===== config.mk =====
export PLATFORM = sky130hd
export DESIGN_NAME = input_port_fifo
export DESIGN_NICKNAME = d
export VERILOG_FILES = /design/src/rtl/noc_pkg.sv /design/src/rtl/noc_sync_fifo.sv /design/src/rtl/input_port_fifo.sv
export SDC_FILE = /design/constraint.sdc
export NUM_CORES = 1
export LEC_CHECK = 0
export BUFFER_PORTS_ARGS = -buffer_cell sky130_fd_sc_hd__clkbuf_2
export CAP_MARGIN = 40
export CELL_PAD_IN_SITES_DETAIL_PLACEMENT = 1
export CELL_PAD_IN_SITES_GLOBAL_PLACEMENT = 1
export CORE_MARGIN = 5
export CORE_UTILIZATION = 45
export CTS_BUF_LIST = sky130_fd_sc_hd__clkbuf_4 sky130_fd_sc_hd__clkbuf_8
export DETAILED_ROUTE_END_ITERATION = 7
export GPL_TIMING_DRIVEN = 0
export PLACE_DENSITY = 0.73
export SETUP_SLACK_MARGIN = 0.15
export SYNTH_ARGS = -nofsm -noshare
export SYNTH_HDL_FRONTEND = slang
export SYNTH_SLANG_ARGS = --single-unit

===== constraint.sdc =====
create_clock -name clk -period 8.4 [get_ports clk]
set_input_delay 0.84 -clock clk [delete_from_list [all_inputs] [get_ports clk]]
set_output_delay 0.84 -clock clk [all_outputs]
set_load 0.005 [all_outputs]

===== src/rtl/noc_pkg.sv =====
// Shared NoC definitions: direction one-hot codes, address field layout,
// routing-mode encodings and the dimension-order route function.
package noc_pkg;

  localparam logic [4:0] DIR_L  = 5'b10000;
  localparam logic [4:0] DIR_R  = 5'b01000;
  localparam logic [4:0] DIR_U  = 5'b00100;
  localparam logic [4:0] DIR_D  = 5'b00010;
  localparam logic [4:0] DIR_PE = 5'b00001;
  localparam logic [4:0] DIR_NONE = 5'b00000;

  localparam int ADDR_X_MSB = 15;
  localparam int ADDR_X_LSB = 8;
  localparam int ADDR_Y_MSB = 7;
  localparam int ADDR_Y_LSB = 0;

  localparam int ROUTE_XY = 0;
  localparam int ROUTE_YX = 1;

  // Unsigned per-axis compare; the mode only picks which axis is resolved first.
  function automatic logic [4:0] route_dir(input logic [15:0] cur,
                                           input logic [15:0] dest,
                                           input int          mode);
    logic [7:0] cur_x, cur_y, dest_x, dest_y;
    logic [4:0] x_dir, y_dir;
    cur_x  = cur[ADDR_X_MSB:ADDR_X_LSB];
    cur_y  = cur[ADDR_Y_MSB:ADDR_Y_LSB];
    dest_x = dest[ADDR_X_MSB:ADDR_X_LSB];
    dest_y = dest[ADDR_Y_MSB:ADDR_Y_LSB];
    x_dir  = (dest_x > cur_x) ? DIR_R : (dest_x < cur_x) ? DIR_L : DIR_NONE;
    y_dir  = (dest_y > cur_y) ? DIR_U : (dest_y < cur_y) ? DIR_D : DIR_NONE;
    if (mode == ROUTE_YX)
      route_dir = (y_dir != DIR_NONE) ? y_dir : (x_dir != DIR_NONE) ? x_dir : DIR_PE;
    else
      route_dir = (x_dir != DIR_NONE) ? x_dir : (y_dir != DIR_NONE) ? y_dir : DIR_PE;
  endfunction

endpackage


===== src/rtl/noc_sync_fifo.sv =====
// Synchronous FIFO with wrapping pointers; head is presented combinationally
// and forced to zero while empty so the output is clean after reset.
module noc_sync_fifo #(
  parameter int WIDTH = 64,
  parameter int DEPTH = 4
) (
  input  logic                     clk,
  input  logic                     rst,
  input  logic                     push,
  input  logic [WIDTH-1:0]         wdata,
  input  logic                     pop,
  output logic [WIDTH-1:0]         head,
  output logic [$clog2(DEPTH):0]   count
);

  localparam int AW = $clog2(DEPTH);
  localparam logic [AW:0] FULL_COUNT = (AW+1)'(DEPTH);

  logic [WIDTH-1:0] mem [DEPTH];
  logic [AW-1:0]    wr_ptr_reg, rd_ptr_reg;
  logic [AW:0]      count_reg;
  logic             do_push, do_pop;

  assign do_push = push && (count_reg != FULL_COUNT);
  assign do_pop  = pop && (count_reg != '0);

  // Storage carries no reset; only pointers and occupancy define validity.
  always_ff @(posedge clk) begin
    if (do_push)
      mem[wr_ptr_reg] <= wdata;
  end

  always_ff @(posedge clk) begin
    if (rst) begin
      wr_ptr_reg <= '0;
      rd_ptr_reg <= '0;
      count_reg  <= '0;
    end else begin
      if (do_push)
        wr_ptr_reg <= wr_ptr_reg + 1'b1;
      if (do_pop)
        rd_ptr_reg <= rd_ptr_reg + 1'b1;
      case ({do_push, do_pop})
        2'b10:   count_reg <= count_reg + 1'b1;
        2'b01:   count_reg <= count_reg - 1'b1;
        default: count_reg <= count_reg;
      endcase
    end
  end

  assign head  = (count_reg != '0) ? mem[rd_ptr_reg] : '0;
  assign count = count_reg;

endmodule


===== src/rtl/input_port_fifo.sv =====
// Router input port: buffers flits, requests the output chosen by
// dimension-order routing, and silently drops flits that would U-turn.
module input_port_fifo
  import noc_pkg::*;
#(
  parameter int          DATA_WIDTH      = 64,
  parameter int          BUFFER_DEPTH    = 4,
  parameter logic [15:0] CURRENT_ADDRESS = 16'h0000,
  parameter logic [4:0]  DIRECTION       = 5'b00001,
  parameter int          ROUTE_MODE      = 0
) (
  input  logic                            clk,
  input  logic                            rst,
  input  logic                            si,
  input  logic [DATA_WIDTH-1:0]           datai,
  output logic                            ri,
  output logic [4:0]                      req,
  input  logic [4:0]                      gnt,
  output logic [DATA_WIDTH-1:0]           datao,
  output logic [$clog2(BUFFER_DEPTH):0]   count,
  output logic                            uturn_err
);

  localparam int CW = $clog2(BUFFER_DEPTH) + 1;
  localparam logic [CW-1:0] FULL_COUNT = CW'(BUFFER_DEPTH);

  logic [DATA_WIDTH-1:0] head;
  logic [4:0]            head_route;
  logic [4:0]            grant_hit;
  logic                  not_empty, uturn, do_push, do_pop;
  logic                  uturn_err_reg;

  noc_sync_fifo #(
    .WIDTH (DATA_WIDTH),
    .DEPTH (BUFFER_DEPTH)
  ) u_fifo (
    .clk   (clk),
    .rst   (rst),
    .push  (do_push),
    .wdata (datai),
    .pop   (do_pop),
    .head  (head),
    .count (count)
  );

  // ri depends on the occupancy register alone, never on si or gnt.
  assign ri         = (count != FULL_COUNT);
  assign not_empty  = (count != '0);
  assign head_route = route_dir(CURRENT_ADDRESS, head[15:0], ROUTE_MODE);
  assign uturn      = not_empty && (head_route == DIRECTION) && (DIRECTION != DIR_PE);
  assign req        = (not_empty && !uturn) ? head_route : DIR_NONE;

  for (genvar gi = 0; gi < 5; gi++) begin : g_grant
    assign grant_hit[gi] = gnt[gi] & req[gi];
  end

  assign do_push = si && ri;
  assign do_pop  = (grant_hit != 5'b0) || uturn;

  always_ff @(posedge clk) begin
    if (rst)
      uturn_err_reg <= 1'b0;
    else if (uturn)
      uturn_err_reg <= 1'b1;
  end

  assign uturn_err = uturn_err_reg;
  assign datao     = head;

endmodule


==> results of run 1 <==
through the flow:
step / setup slack, ns / power (W) / hold slack, ns
2_1_floorplan: 5.33 / 0.00234 / 0.469
3_3_place_gp: 4.21 / 0.00277 / 0.481
3_5_place_dp: 4.76 / 0.00282 / 0.517
4_1_cts: 4.19 / 0.00389 / 0.469
5_1_grt: 4.10 / 0.00404 / 0.478
6_report: 4.30 / 0.00382 / 0.506
Yosys cell counts (2+ instances only):
cell	instances
sky130_fd_sc_hd__mux4_2	64
sky130_fd_sc_hd__and2_1	2
sky130_fd_sc_hd__nor2b_1	68
sky130_fd_sc_hd__nand2_1	3
sky130_fd_sc_hd__clkbuf_1	13
sky130_fd_sc_hd__buf_2	7
sky130_fd_sc_hd__inv_1	6
sky130_fd_sc_hd__nor4_4	3
sky130_fd_sc_hd__a21oi_1	3
sky130_fd_sc_hd__xor2_1	2
sky130_fd_sc_hd__and3_1	4
sky130_fd_sc_hd__edfxtp_1	256
sky130_fd_sc_hd__dfxtp_1	9
sky130_fd_sc_hd__mux2_1	3
sky130_fd_sc_hd__ha_1	5
sky130_fd_sc_hd__buf_4	3
sky130_fd_sc_hd__nor2_1	7
cells by family (layout without fill, tap and decap cells):
group / count (synthesis) / count (layout)
AOI/OAI and AO/OA: 8 / 8
xor gates and xnor gates: 3 / 3
adders and majority gates: 6 / 6
buffers and inverters: 31 / 250
DFF: 265 / 265
muxes: 67 / 67
other: 1 / 3
and+or+nand+nor: 94 / 94
report_power, final:
group | leakage (nW) | internal [W] | switching, W
Clock | 0.425 | 0.000577 | 0.000488
Sequential | 2.42 | 0.00160 | 0.0000369
Combinational | 1.37 | 0.000517 | 0.000598
Total | 4.21 | 0.00270 | 0.00112
worst max-delay path by stage:
stage,from,end,slack [ns],cells after the start
after global placement,si,u_fifo.mem[0][29]$_DFFE_PP_,4.21,2
after detailed placement,flop,datao[45],4.76,7
after floorplan,flop,u_fifo.count[2]$_SDFFE_PP0P_,5.33,11
after global routing,flop,datao[46],4.10,7
after CTS,flop,datao[46],4.19,7
final,flop,datao[46],4.30,7
metal layers:
| layer | routed length [um] | vias to the layer above | global-route usage, % |
|---|---|---|---|
| met1 | 8700 | 2681 | 20.5 |
| met3 | 1470 | 27 | 5.41 |
| met5 | 11 | - | 0 |
| met4 | 271 | 2 | 3.68 |
| met2 | 10900 | 159 | 28.6 |
| li1 | - | 2298 | - |
cells in the final DEF (no fill, tap or decap), drive strengths merged:
cell type and count:
and3 4, nand3 2, a21oi 4, ha 5
nor4 4, nor2 7, nor3 1, buf 16
mux2 3, dfxtp 9, clkinvlp 1, a311oi 2
nand2 3, fa 1, bufinv 1, a21bo 1
clkbuf 209, o21ai 1, edfxtp 256, or3 1
conb 3, xnor2 1, clkinv 15, and2 3
mux4 64, inv 8, xor2 2, nor2b 68
nand2b 1
layout make-up:
class	instances	area, um2	share of cell area [%]
Buffer	25	138	1.12
Clock buffer	57	703	5.71
Clock inverter	19	114	0.925
Inverter	6	22.5	0.183
Multi-Input combinational cell	181	2310	18.7
Sequential cell	265	7870	63.9
Tap cell	285	357	2.90
Timing Repair Buffer	143	806	6.54
critical path, delay by kind of cell (launching register included):
family                 cells  cell delay [ns]
flip-flops                 1             0.31
buffers and inverters      5             1.85
AND/OR/NAND/NOR            1             0.16
multiplexers               1             0.40
==> impl_metrics.prom, run 1 <==
# TYPE chip_impl_metric gauge
chip_impl_info{name="outcome",value="complete, no violations"} 1
chip_impl_metric{name="vias_in_the_first_global_route",unit=""} 5954
chip_impl_metric{name="synth_simple_gate_area_share",unit="%"} 5.99
chip_impl_metric{name="data_arrival_time_of_the_worst_path",unit="ns"} 3.26
chip_impl_metric{name="muxShareOfSynthArea",unit="%"} 14.3
chip_impl_info{name="critPathSlowestCell",value="sky130_fd_sc_hd__clkbuf_1"} 1
chip_impl_info{name="timing.setup.critical_path_class",value="flop to primary output"} 1
chip_impl_metric{name="sequential_share_of_the_synthesized_area",unit="%"} 76.3
chip_impl_metric{name="num_io_pins",unit=""} 146
chip_impl_metric{name="post_synth_fa_ha_maj_area_fraction",unit="%"} 0.801
chip_impl_metric{name="wire_length_of_the_first_global_routing_pass",unit="um"} 33500
chip_impl_metric{name="dpl-instance-area",unit="um2"} 11500
chip_impl_metric{name="via_count",unit=""} 5167
chip_impl_metric{name="post_synthesis_cell_type_count",unit=""} 34
chip_impl_metric{name="edff_count_synth",unit=""} 256
chip_impl_metric{name="placed_cells",unit=""} 905
chip_impl_metric{name="clkTransAtPathRegs",unit="ns"} 0.06
chip_impl_metric{name="drt-total-wl",unit="um"} 21400
chip_impl_metric{name="slew_headroom",unit="%"} 51.5
chip_impl_metric{name="synth-warning-count",unit=""} 0
chip_impl_metric{name="synth-compound-area-share",unit="%"} 0.716
chip_impl_info{name="r2r_end",value="u_fifo.count[2]$_SDFFE_PP0P_"} 1
chip_impl_metric{name="achievable-frequency",unit="GHz"} 0.244
chip_impl_metric{name="floorplan_row_count",unit=""} 55
chip_impl_metric{name="nNetsFinal",unit=""} 744
chip_impl_metric{name="io_buffers",unit=""} 139
chip_impl_metric{name="initialDrtViolationCount",unit=""} 340
chip_impl_metric{name="vias_per_cell",unit=""} 5.27
chip_impl_metric{name="grt_remaining_overflow",unit=""} 0
chip_impl_metric{name="antenna_violating_nets_post_route",unit=""} 0
chip_impl_metric{name="final-hold-violation-count",unit=""} 0
chip_impl_metric{name="period_share",unit="%"} 48.8
chip_impl_metric{name="fillers",unit=""} 2051
chip_impl_metric{name="power_density",unit="nW/um2"} 310
chip_impl_info{name="critical_path.cell_chain",value="buf_2, buf_2, clkbuf_1, clkbuf_1, mux4_2, nor2b_1, clkbuf_2"} 1
chip_impl_metric{name="largest_register_ffs",unit=""} 256
chip_impl_metric{name="synth_top_cell_area_share",unit="%"} 74.6
chip_impl_metric{name="finClkSkew",unit="ns"} 0.0396
chip_impl_metric{name="power.leakage",unit="nW"} 4.21
chip_impl_info{name="synth.area.top_cells",value="sky130_fd_sc_hd__edfxtp_1 (75%), sky130_fd_sc_hd__mux4_2 (14%), sky130_fd_sc_hd__nor2b_1 (4.1%), sky130_fd_sc_hd__dfxtp_1 (1.7%), sky130_fd_sc_hd__nor4_4 (0.62%)"} 1
chip_impl_info{name="hold_end",value="u_fifo.mem[2][48]$_DFFE_PP_"} 1
chip_impl_metric{name="max-cap-violations",unit=""} 0
chip_impl_metric{name="finalSetupTns",unit="ns"} 0
chip_impl_metric{name="mean_post_synth_cell_area",unit="um2"} 21.7
chip_impl_metric{name="cts_buffer_depth",unit=""} 3
chip_impl_metric{name="final_core_util",unit="%"} 54.6
chip_impl_metric{name="die_area",unit="um2"} 26000
chip_impl_info{name="ys_dominant_reg_cell",value="sky130_fd_sc_hd__edfxtp_1"} 1
chip_impl_metric{name="drt-pass1-iter-count",unit=""} 4
chip_impl_metric{name="postCtsHoldBufs",unit=""} 0
chip_impl_metric{name="slowest_delay",unit="ns"} 0.57
chip_impl_metric{name="clock_sink_count",unit=""} 265
chip_impl_metric{name="layout-area-overhead-vs-synth",unit="%"} 19.5
chip_impl_metric{name="yosys.area_share.xor_xnor",unit="%"} 0.255
chip_impl_metric{name="min_path_cells",unit=""} 1
chip_impl_info{name="hp-start",value="datai[48]"} 1
chip_impl_metric{name="final.min_clock_period",unit="ns"} 4.10
chip_impl_info{name="hold_path.class",value="input pin to flop"} 1
chip_impl_metric{name="critPathMaxFanout",unit=""} 10
chip_impl_metric{name="worst-endpoint-required",unit="ns"} 7.56
chip_impl_metric{name="antenna_violations_before_repair",unit=""} 1
chip_impl_metric{name="vdd_drop_max",unit="mV"} 0.141
chip_impl_metric{name="layout-drive-gt1-share",unit="%"} 42.1
chip_impl_metric{name="r2r_cells",unit=""} 12
chip_impl_info{name="grt_setup_unrepaired",value="false"} 1
chip_impl_metric{name="max_slew.worst_pin.slew",unit="ns"} 0.722
chip_impl_metric{name="gp_routability_congestion",unit=""} 0.704
chip_impl_metric{name="die_w",unit="um"} 161
chip_impl_metric{name="layout.cell_area.non_filler",unit="um2"} 12300
chip_impl_metric{name="core-area",unit="um2"} 22600
chip_impl_metric{name="initial_core_util",unit="%"} 45.7
chip_impl_metric{name="postCtsResizedCells",unit=""} 0
chip_impl_metric{name="setup-violations-final",unit=""} 0
chip_impl_metric{name="globalRouteTotalUtil",unit="%"} 16.6
chip_impl_metric{name="ys_async_sr_fraction",unit="%"} 0
chip_impl_info{name="endpoint_kind",value="primary output"} 1
chip_impl_metric{name="h-tree-depth",unit=""} 2
chip_impl_metric{name="clock_latency",unit="ns"} 0.55
chip_impl_metric{name="synthesis.area",unit="um2"} 10300
chip_impl_metric{name="die_height",unit="um"} 161
chip_impl_info{name="tritoncts",value="built"} 1
chip_impl_info{name="setup.worst_path.start_class",value="flop"} 1
chip_impl_metric{name="drt_drc_violations_left",unit=""} 0
chip_impl_info{name="synth_top_cell_by_area",value="sky130_fd_sc_hd__edfxtp_1"} 1
chip_impl_info{name="clockRootBuffer",value="sky130_fd_sc_hd__clkbuf_8"} 1
chip_impl_metric{name="diodes",unit=""} 0
chip_impl_metric{name="wire_per_inst",unit="um"} 21.8
chip_impl_metric{name="largest_net_degree_at_the_start_of_global_routing",unit=""} 40
chip_impl_metric{name="ys_ff_latch",unit=""} 265
chip_impl_info{name="synth_top_family_by_area",value="multiplexers"} 1
chip_impl_metric{name="drv_slew",unit=""} 0
chip_impl_metric{name="cts_bufs_inserted",unit=""} 44
chip_impl_metric{name="reg2reg_setup_slack",unit="ns"} 4.81
chip_impl_metric{name="post_cts.repair.setup_buffers",unit=""} 0
chip_impl_metric{name="place_hpwl",unit="um"} 14000
chip_impl_metric{name="finalNonFillerCells",unit=""} 981
chip_impl_metric{name="gate_count_after_technology_mapping",unit=""} 475
Note: power is estimated with default switching activity, not from simulation.
==> inputs of run 2 (changes only) <==
Clock period 8.4 ns to 4 ns, I/O delays scaled along.
==> impl_metrics.prom, run 2 (synthesis results as in run 1) <==
# TYPE chip_impl_metric gauge
chip_impl_info{name="outcome",value="complete, no violations"} 1
chip_impl_info{name="setup.worst_path.start_class",value="flop"} 1
chip_impl_info{name="hp-start",value="datai[48]"} 1
chip_impl_metric{name="io_buffers",unit=""} 139
chip_impl_metric{name="combPwrFrac",unit="%"} 29.2
chip_impl_metric{name="cts_buffer_depth",unit=""} 3
chip_impl_metric{name="clock_sink_count",unit=""} 265
chip_impl_info{name="clockRootBuffer",value="sky130_fd_sc_hd__clkbuf_8"} 1
chip_impl_info{name="tritoncts",value="built"} 1
chip_impl_metric{name="gp_routability_congestion",unit=""} 0.704
chip_impl_metric{name="achievable-frequency",unit="GHz"} 0.276
chip_impl_metric{name="wire_per_inst",unit="um"} 21.8
chip_impl_metric{name="layout-area-overhead-vs-synth",unit="%"} 19.5
chip_impl_metric{name="antenna_violating_nets_post_route",unit=""} 0
chip_impl_metric{name="fillers",unit=""} 2052
chip_impl_metric{name="initialDrtViolationCount",unit=""} 340
chip_impl_metric{name="min_path_cells",unit=""} 1
chip_impl_metric{name="wire_length_of_the_first_global_routing_pass",unit="um"} 33500
chip_impl_metric{name="largest_register_ffs",unit=""} 256
chip_impl_metric{name="floorplan_row_count",unit=""} 55
chip_impl_info{name="hold_end",value="u_fifo.mem[2][48]$_DFFE_PP_"} 1
chip_impl_metric{name="nNetsFinal",unit=""} 744
chip_impl_metric{name="reg2reg_setup_slack",unit="ns"} 0.39
chip_impl_metric{name="power.switching_fraction",unit="%"} 29.4
chip_impl_metric{name="clock_group_share_of_total_power",unit="%"} 27.9
chip_impl_metric{name="data_arrival_time_of_the_worst_path",unit="ns"} 3.22
chip_impl_metric{name="core-area",unit="um2"} 22600
chip_impl_metric{name="drv_slew",unit=""} 0
chip_impl_metric{name="final-hold-violation-count",unit=""} 0
chip_impl_metric{name="layout-drive-gt1-share",unit="%"} 42.2
chip_impl_metric{name="power.leakage",unit="nW"} 4.22
chip_impl_metric{name="grt_remaining_overflow",unit=""} 0
chip_impl_info{name="timing.setup.critical_path_class",value="flop to primary output"} 1
chip_impl_metric{name="max_slew.worst_pin.slew",unit="ns"} 0.722
chip_impl_metric{name="diodes",unit=""} 0
chip_impl_metric{name="slew_headroom",unit="%"} 51.5
chip_impl_info{name="grt_setup_unrepaired",value="false"} 1
chip_impl_metric{name="finClkSkew",unit="ns"} 0.0406
chip_impl_metric{name="clock_latency",unit="ns"} 0.55
chip_impl_metric{name="cts_bufs_inserted",unit=""} 44
chip_impl_metric{name="drt_drc_violations_left",unit=""} 0
chip_impl_info{name="layout.cells.most_common_list",value="sky130_fd_sc_hd__edfxtp_1 (256), sky130_fd_sc_hd__clkbuf_2 (140), sky130_fd_sc_hd__nor2b_1 (68)"} 1
chip_impl_metric{name="p_int",unit="W"} 0.00566
chip_impl_metric{name="vdd_drop_max",unit="mV"} 0.297
chip_impl_metric{name="power_density",unit="nW/um2"} 651
chip_impl_metric{name="globalRouteTotalUtil",unit="%"} 16.6
chip_impl_metric{name="netSwitchingPower",unit="W"} 0.00236
chip_impl_metric{name="place_hpwl",unit="um"} 14000
chip_impl_metric{name="largest_net_degree_at_the_start_of_global_routing",unit=""} 40
chip_impl_metric{name="num_io_pins",unit=""} 146
chip_impl_metric{name="vias_in_the_first_global_route",unit=""} 5954
chip_impl_metric{name="antenna_violations_before_repair",unit=""} 1
chip_impl_metric{name="drt-total-wl",unit="um"} 21400
chip_impl_info{name="r2r_end",value="u_fifo.count[2]$_SDFFE_PP0P_"} 1
chip_impl_metric{name="h-tree-depth",unit=""} 2
chip_impl_metric{name="die_height",unit="um"} 161
chip_impl_metric{name="die_w",unit="um"} 161
chip_impl_metric{name="initial_core_util",unit="%"} 45.7
chip_impl_metric{name="via_count",unit=""} 5157
chip_impl_metric{name="clkTransAtPathRegs",unit="ns"} 0.06
chip_impl_info{name="endpoint_kind",value="primary output"} 1
chip_impl_metric{name="post_cts.repair.setup_buffers",unit=""} 0
chip_impl_metric{name="seqPwrFrac",unit="%"} 42.9
chip_impl_metric{name="final_core_util",unit="%"} 54.6
chip_impl_metric{name="postCtsHoldBufs",unit=""} 0
chip_impl_metric{name="r2r_cells",unit=""} 12
chip_impl_metric{name="worst-endpoint-required",unit="ns"} 3.60
chip_impl_metric{name="finalSetupTns",unit="ns"} 0
chip_impl_metric{name="vias_per_cell",unit=""} 5.26
chip_impl_metric{name="die_area",unit="um2"} 26000
chip_impl_metric{name="layout.area.seq",unit="um2"} 7870
chip_impl_metric{name="period_share",unit="%"} 90.4
chip_impl_metric{name="max-cap-violations",unit=""} 0
chip_impl_info{name="most_common_cell_after_layout_fill_and_taps_aside",value="sky130_fd_sc_hd__edfxtp_1"} 1
chip_impl_metric{name="drt-pass1-iter-count",unit=""} 4
chip_impl_metric{name="critPathMaxFanout",unit=""} 10
chip_impl_metric{name="final.min_clock_period",unit="ns"} 3.62
chip_impl_metric{name="setup-violations-final",unit=""} 0
chip_impl_info{name="hold_path.class",value="input pin to flop"} 1
chip_impl_metric{name="multi_input_area",unit="um2"} 2310
## run 2: power by group through the flow
stage	Combinational (W)	Sequential, W	Clock (W)
after global placement	0.00231	0.00351	0
after floorplan	0.00144	0.00349	0
after global routing	0.00258	0.00346	0.00245
final	0.00234	0.00344	0.00224
after CTS	0.00243	0.00344	0.00231
after detailed placement	0.00241	0.00350	0
## run 2: what timing repair did
| action | CTS | global route |
|---|---|---|
| endpoints found under the setup margin | 0 | 1 |
| gates resized for setup | 0 | 2 |
| hold endpoints to repair | 0 | 0 |
## run 2: cell type report
type	count	share of cell area [%]
clock inverters	19	0.925
flip-flops and latches	265	63.9
multi-input cells	181	18.7
well taps	285	2.90
plain buffers	25	1.13
inverters	6	0.183
clock buffers	57	5.71
repair buffers	143	6.54
## run 2: how the worst max path moves through the flow
stage | from | endpoint | slack (ns)
after detailed placement | flop | u_fifo.count[2]$_SDFFE_PP0P_ | 0.36
after floorplan | flop | u_fifo.count[2]$_SDFFE_PP0P_ | 0.93
after global placement | u_fifo.count[0]$_SDFFE_PP0P_ | u_fifo.mem[0][29]$_DFFE_PP_ | 0.08
after global routing | flop | datao[31] | 0.15
final | flop | datao[34] | 0.38
after CTS | flop | datao[46] | 0.23
## run 2: per-layer routing
layer  wire [um]  track usage, %  up-vias
met3        1560            5.41       27
li1            -               -     2298
met1        8610            20.5     2674
met4         271            3.68        2
met5          11               0        -
met2       10900            28.6      156
## run 2: critical path, cell delays in order (launching register included)
cell,delay (ns)
sky130_fd_sc_hd__dfxtp_1,0.31
sky130_fd_sc_hd__buf_2,0.27
sky130_fd_sc_hd__buf_2,0.33
sky130_fd_sc_hd__clkbuf_1,0.54
sky130_fd_sc_hd__clkbuf_1,0.54
sky130_fd_sc_hd__mux4_2,0.40
sky130_fd_sc_hd__nor2b_1,0.15
sky130_fd_sc_hd__clkbuf_2,0.14
## run 2: metrics by stage
stage                     worst slack [ns]  cells  hold WS, ns  total power [W]  area (um2)
after floorplan                      0.928    477        0.469          0.00492       10300
after global placement              0.0755    901        0.481          0.00582       11400
after detailed placement             0.361    905        0.517          0.00591       11500
after CTS                            0.226    981       0.0294          0.00818       12300
after global routing                 0.151    981       0.0379          0.00849       12300
final                                0.382    981       0.0653          0.00802       12300
==> inputs of run 3 (changes only) <==
Settings changed: PLACE_DENSITY 0.73 to 0.71.
==> impl_metrics.prom, run 3 (synthesis results as in run 1) <==
# TYPE chip_impl_metric gauge
chip_impl_metric{name="cts_buffer_depth",unit=""} 3
chip_impl_metric{name="initialDrtViolationCount",unit=""} 258
chip_impl_metric{name="drv_slew",unit=""} 0
chip_impl_metric{name="combPwrFrac",unit="%"} 29.7
chip_impl_metric{name="finalNonFillerCells",unit=""} 977
chip_impl_metric{name="worst-endpoint-required",unit="ns"} 4.45
chip_impl_metric{name="drt-total-wl",unit="um"} 21600
chip_impl_metric{name="gp_routability_congestion",unit=""} 0.714
chip_impl_metric{name="wire_per_inst",unit="um"} 22.1
chip_impl_metric{name="final-hold-violation-count",unit=""} 0
chip_impl_metric{name="largest_net_degree_at_the_start_of_global_routing",unit=""} 53
chip_impl_metric{name="dp_slack",unit="ns"} 0.284
chip_impl_metric{name="clock_sink_count",unit=""} 265
chip_impl_metric{name="postCtsResizedCells",unit=""} 0
chip_impl_info{name="r2r_end",value="u_fifo.count[2]$_SDFFE_PP0P_"} 1
chip_impl_metric{name="cts_bufs_inserted",unit=""} 43
chip_impl_metric{name="reg2reg_setup_slack",unit="ns"} 0.44
chip_impl_metric{name="slew_headroom",unit="%"} 52.5
chip_impl_metric{name="critPathMaxFanout",unit=""} 10
chip_impl_metric{name="finClkSkew",unit="ns"} 0.0189
chip_impl_metric{name="clock_latency",unit="ns"} 0.54
chip_impl_metric{name="floorplan_row_count",unit=""} 55
chip_impl_metric{name="initial_core_util",unit="%"} 45.7
chip_impl_info{name="grt-busiest-layer",value="met2"} 1
chip_impl_metric{name="vdd_drop_max",unit="mV"} 0.330
chip_impl_metric{name="p_int",unit="W"} 0.00568
chip_impl_metric{name="vias_per_cell",unit=""} 5.30
chip_impl_metric{name="layout-area-overhead-vs-synth",unit="%"} 19.5
chip_impl_metric{name="postLayoutSetupSlackWorst",unit="ns"} 0.439
chip_impl_metric{name="place_hpwl",unit="um"} 14000
chip_impl_metric{name="finalSetupTns",unit="ns"} 0
chip_impl_metric{name="num_io_pins",unit=""} 146
chip_impl_metric{name="die_height",unit="um"} 161
chip_impl_metric{name="nNetsFinal",unit=""} 743
chip_impl_metric{name="drt_drc_violations_left",unit=""} 0
chip_impl_info{name="grt_setup_unrepaired",value="false"} 1
chip_impl_info{name="hold_path.class",value="input pin to flop"} 1
chip_impl_metric{name="placed_cells",unit=""} 905
chip_impl_metric{name="final.min_clock_period",unit="ns"} 3.56
chip_impl_metric{name="clock_group_share_of_total_power",unit="%"} 27.4
chip_impl_metric{name="antenna_violations_before_repair",unit=""} 1
chip_impl_info{name="most_common_cell_after_layout_fill_and_taps_aside",value="sky130_fd_sc_hd__edfxtp_1"} 1
chip_impl_metric{name="grtUsageMet2",unit="%"} 28.4
chip_impl_metric{name="grt.met1_usage",unit="%"} 21.1
chip_impl_info{name="setup.worst_path.start_class",value="flop"} 1
chip_impl_metric{name="achievable-frequency",unit="GHz"} 0.281
chip_impl_info{name="endpoint_kind",value="flop"} 1
chip_impl_metric{name="fin_total_pwr",unit="W"} 0.00803
chip_impl_info{name="clockRootBuffer",value="sky130_fd_sc_hd__clkbuf_8"} 1
chip_impl_info{name="worst_setup_path_endpoint",value="u_fifo.count[2]$_SDFFE_PP0P_"} 1
chip_impl_metric{name="core-area",unit="um2"} 22600
chip_impl_metric{name="globalRouteTotalUtil",unit="%"} 16.7
chip_impl_info{name="outcome",value="complete, no violations"} 1
chip_impl_info{name="tritoncts",value="built"} 1
chip_impl_metric{name="post_cts.repair.setup_buffers",unit=""} 0
chip_impl_metric{name="seqPwrFrac",unit="%"} 42.9
chip_impl_metric{name="postCtsHoldBufs",unit=""} 0
chip_impl_metric{name="drt-pass1-iter-count",unit=""} 4
chip_impl_metric{name="die_w",unit="um"} 161
chip_impl_metric{name="power_density",unit="nW/um2"} 652
chip_impl_metric{name="netSwitchingPower",unit="W"} 0.00235
chip_impl_metric{name="globalRouteMet3Util",unit="%"} 5.26
chip_impl_metric{name="largest_register_ffs",unit=""} 256
chip_impl_metric{name="diodes",unit=""} 0
chip_impl_metric{name="die_area",unit="um2"} 26000
chip_impl_metric{name="io_buffers",unit=""} 139
chip_impl_metric{name="data_arrival_time_of_the_worst_path",unit="ns"} 4.01
chip_impl_info{name="layout.cells.most_common_list",value="sky130_fd_sc_hd__edfxtp_1 (256), sky130_fd_sc_hd__clkbuf_2 (141), sky130_fd_sc_hd__nor2b_1 (68)"} 1
chip_impl_metric{name="power.leakage",unit="nW"} 4.22
chip_impl_metric{name="setup-violations-final",unit=""} 0
chip_impl_metric{name="max-cap-violations",unit=""} 0
chip_impl_metric{name="period_share",unit="%"} 89.0
chip_impl_metric{name="via_count",unit=""} 5179
chip_impl_metric{name="r2r_cells",unit=""} 12
chip_impl_metric{name="layout-drive-gt1-share",unit="%"} 43.1
chip_impl_metric{name="max_slew.worst_pin.slew",unit="ns"} 0.707
chip_impl_metric{name="worst_hold_slack",unit="ns"} 0.0828
chip_impl_metric{name="antenna_violating_nets_post_route",unit=""} 0
chip_impl_metric{name="wire_length_of_the_first_global_routing_pass",unit="um"} 33400
chip_impl_metric{name="clkTransAtPathRegs",unit="ns"} 0.06
chip_impl_metric{name="grt_remaining_overflow",unit=""} 0
chip_impl_metric{name="h-tree-depth",unit=""} 2
chip_impl_metric{name="power.switching_fraction",unit="%"} 29.3
chip_impl_info{name="timing.setup.critical_path_class",value="flop to flop"} 1
chip_impl_metric{name="vias_in_the_first_global_route",unit=""} 5948
[run 3: worst min-delay path by stage]
stage,startpoint,endpoint,cells past startpoint
2_1_floorplan,u_fifo.wr_ptr_reg[1]$_SDFFE_PP0P_,u_fifo.wr_ptr_reg[1]$_SDFFE_PP0P_,2
3_3_place_gp,u_fifo.wr_ptr_reg[1]$_SDFFE_PP0P_,u_fifo.wr_ptr_reg[1]$_SDFFE_PP0P_,2
3_5_place_dp,u_fifo.count[2]$_SDFFE_PP0P_,u_fifo.count[2]$_SDFFE_PP0P_,2
4_1_cts,datai[45],u_fifo.mem[1][45]$_DFFE_PP_,1
5_1_grt,datai[45],u_fifo.mem[1][45]$_DFFE_PP_,1
6_report,datai[45],u_fifo.mem[1][45]$_DFFE_PP_,1
[run 3: per-stage QoR]
stage	area (um2)	util, %
floorplan	10300	-
global placement	11400	50.4
detailed placement	11500	50.9
CTS	12300	54.5
global route	12300	54.6
finish	12300	54.6
[run 3: per-layer routing]
layer  wire, um  part of all wire [%]  vias to the layer above
met4        320                   1.5                        2
met3       1500                   6.9                       32
met1       8820                    41                     2701
met2      10900                    51                      151
met5         20                 0.093                        -
li1           -                     -                     2293
[run 3: worst max-delay path, stage by stage (launching register included)]
cell                       delay [ns]
sky130_fd_sc_hd__dfxtp_1         0.31
sky130_fd_sc_hd__buf_2           0.28
sky130_fd_sc_hd__buf_2           0.32
sky130_fd_sc_hd__mux4_2          0.40
sky130_fd_sc_hd__nor4_4          0.39
sky130_fd_sc_hd__a21oi_2         0.13
sky130_fd_sc_hd__a311oi_4        0.31
sky130_fd_sc_hd__ha_1            0.25
sky130_fd_sc_hd__inv_1           0.07
sky130_fd_sc_hd__fa_1            0.39
sky130_fd_sc_hd__xor2_1          0.17
sky130_fd_sc_hd__or3_1           0.32
sky130_fd_sc_hd__a21oi_1         0.14
[run 3: area by class of cell]
cell class	count	area, um2
buffer	25	140
clock buffer	60	726
clock inverter	12	81.3
fill	2050	10300
inverter	6	22.5
multi-input combinational	181	2310
sequential	265	7870
tap	285	357
timing repair buffer	143	806
[run 3: power by group through the flow]
stage	Combinational [W]	Clock [W]	Sequential (W)
3_3_place_gp	0.00234	0	0.00351
6_report	0.00239	0.00220	0.00344
5_1_grt	0.00262	0.00244	0.00346
4_1_cts	0.00246	0.00228	0.00344
2_1_floorplan	0.00144	0	0.00349
3_5_place_dp	0.00245	0	0.00350
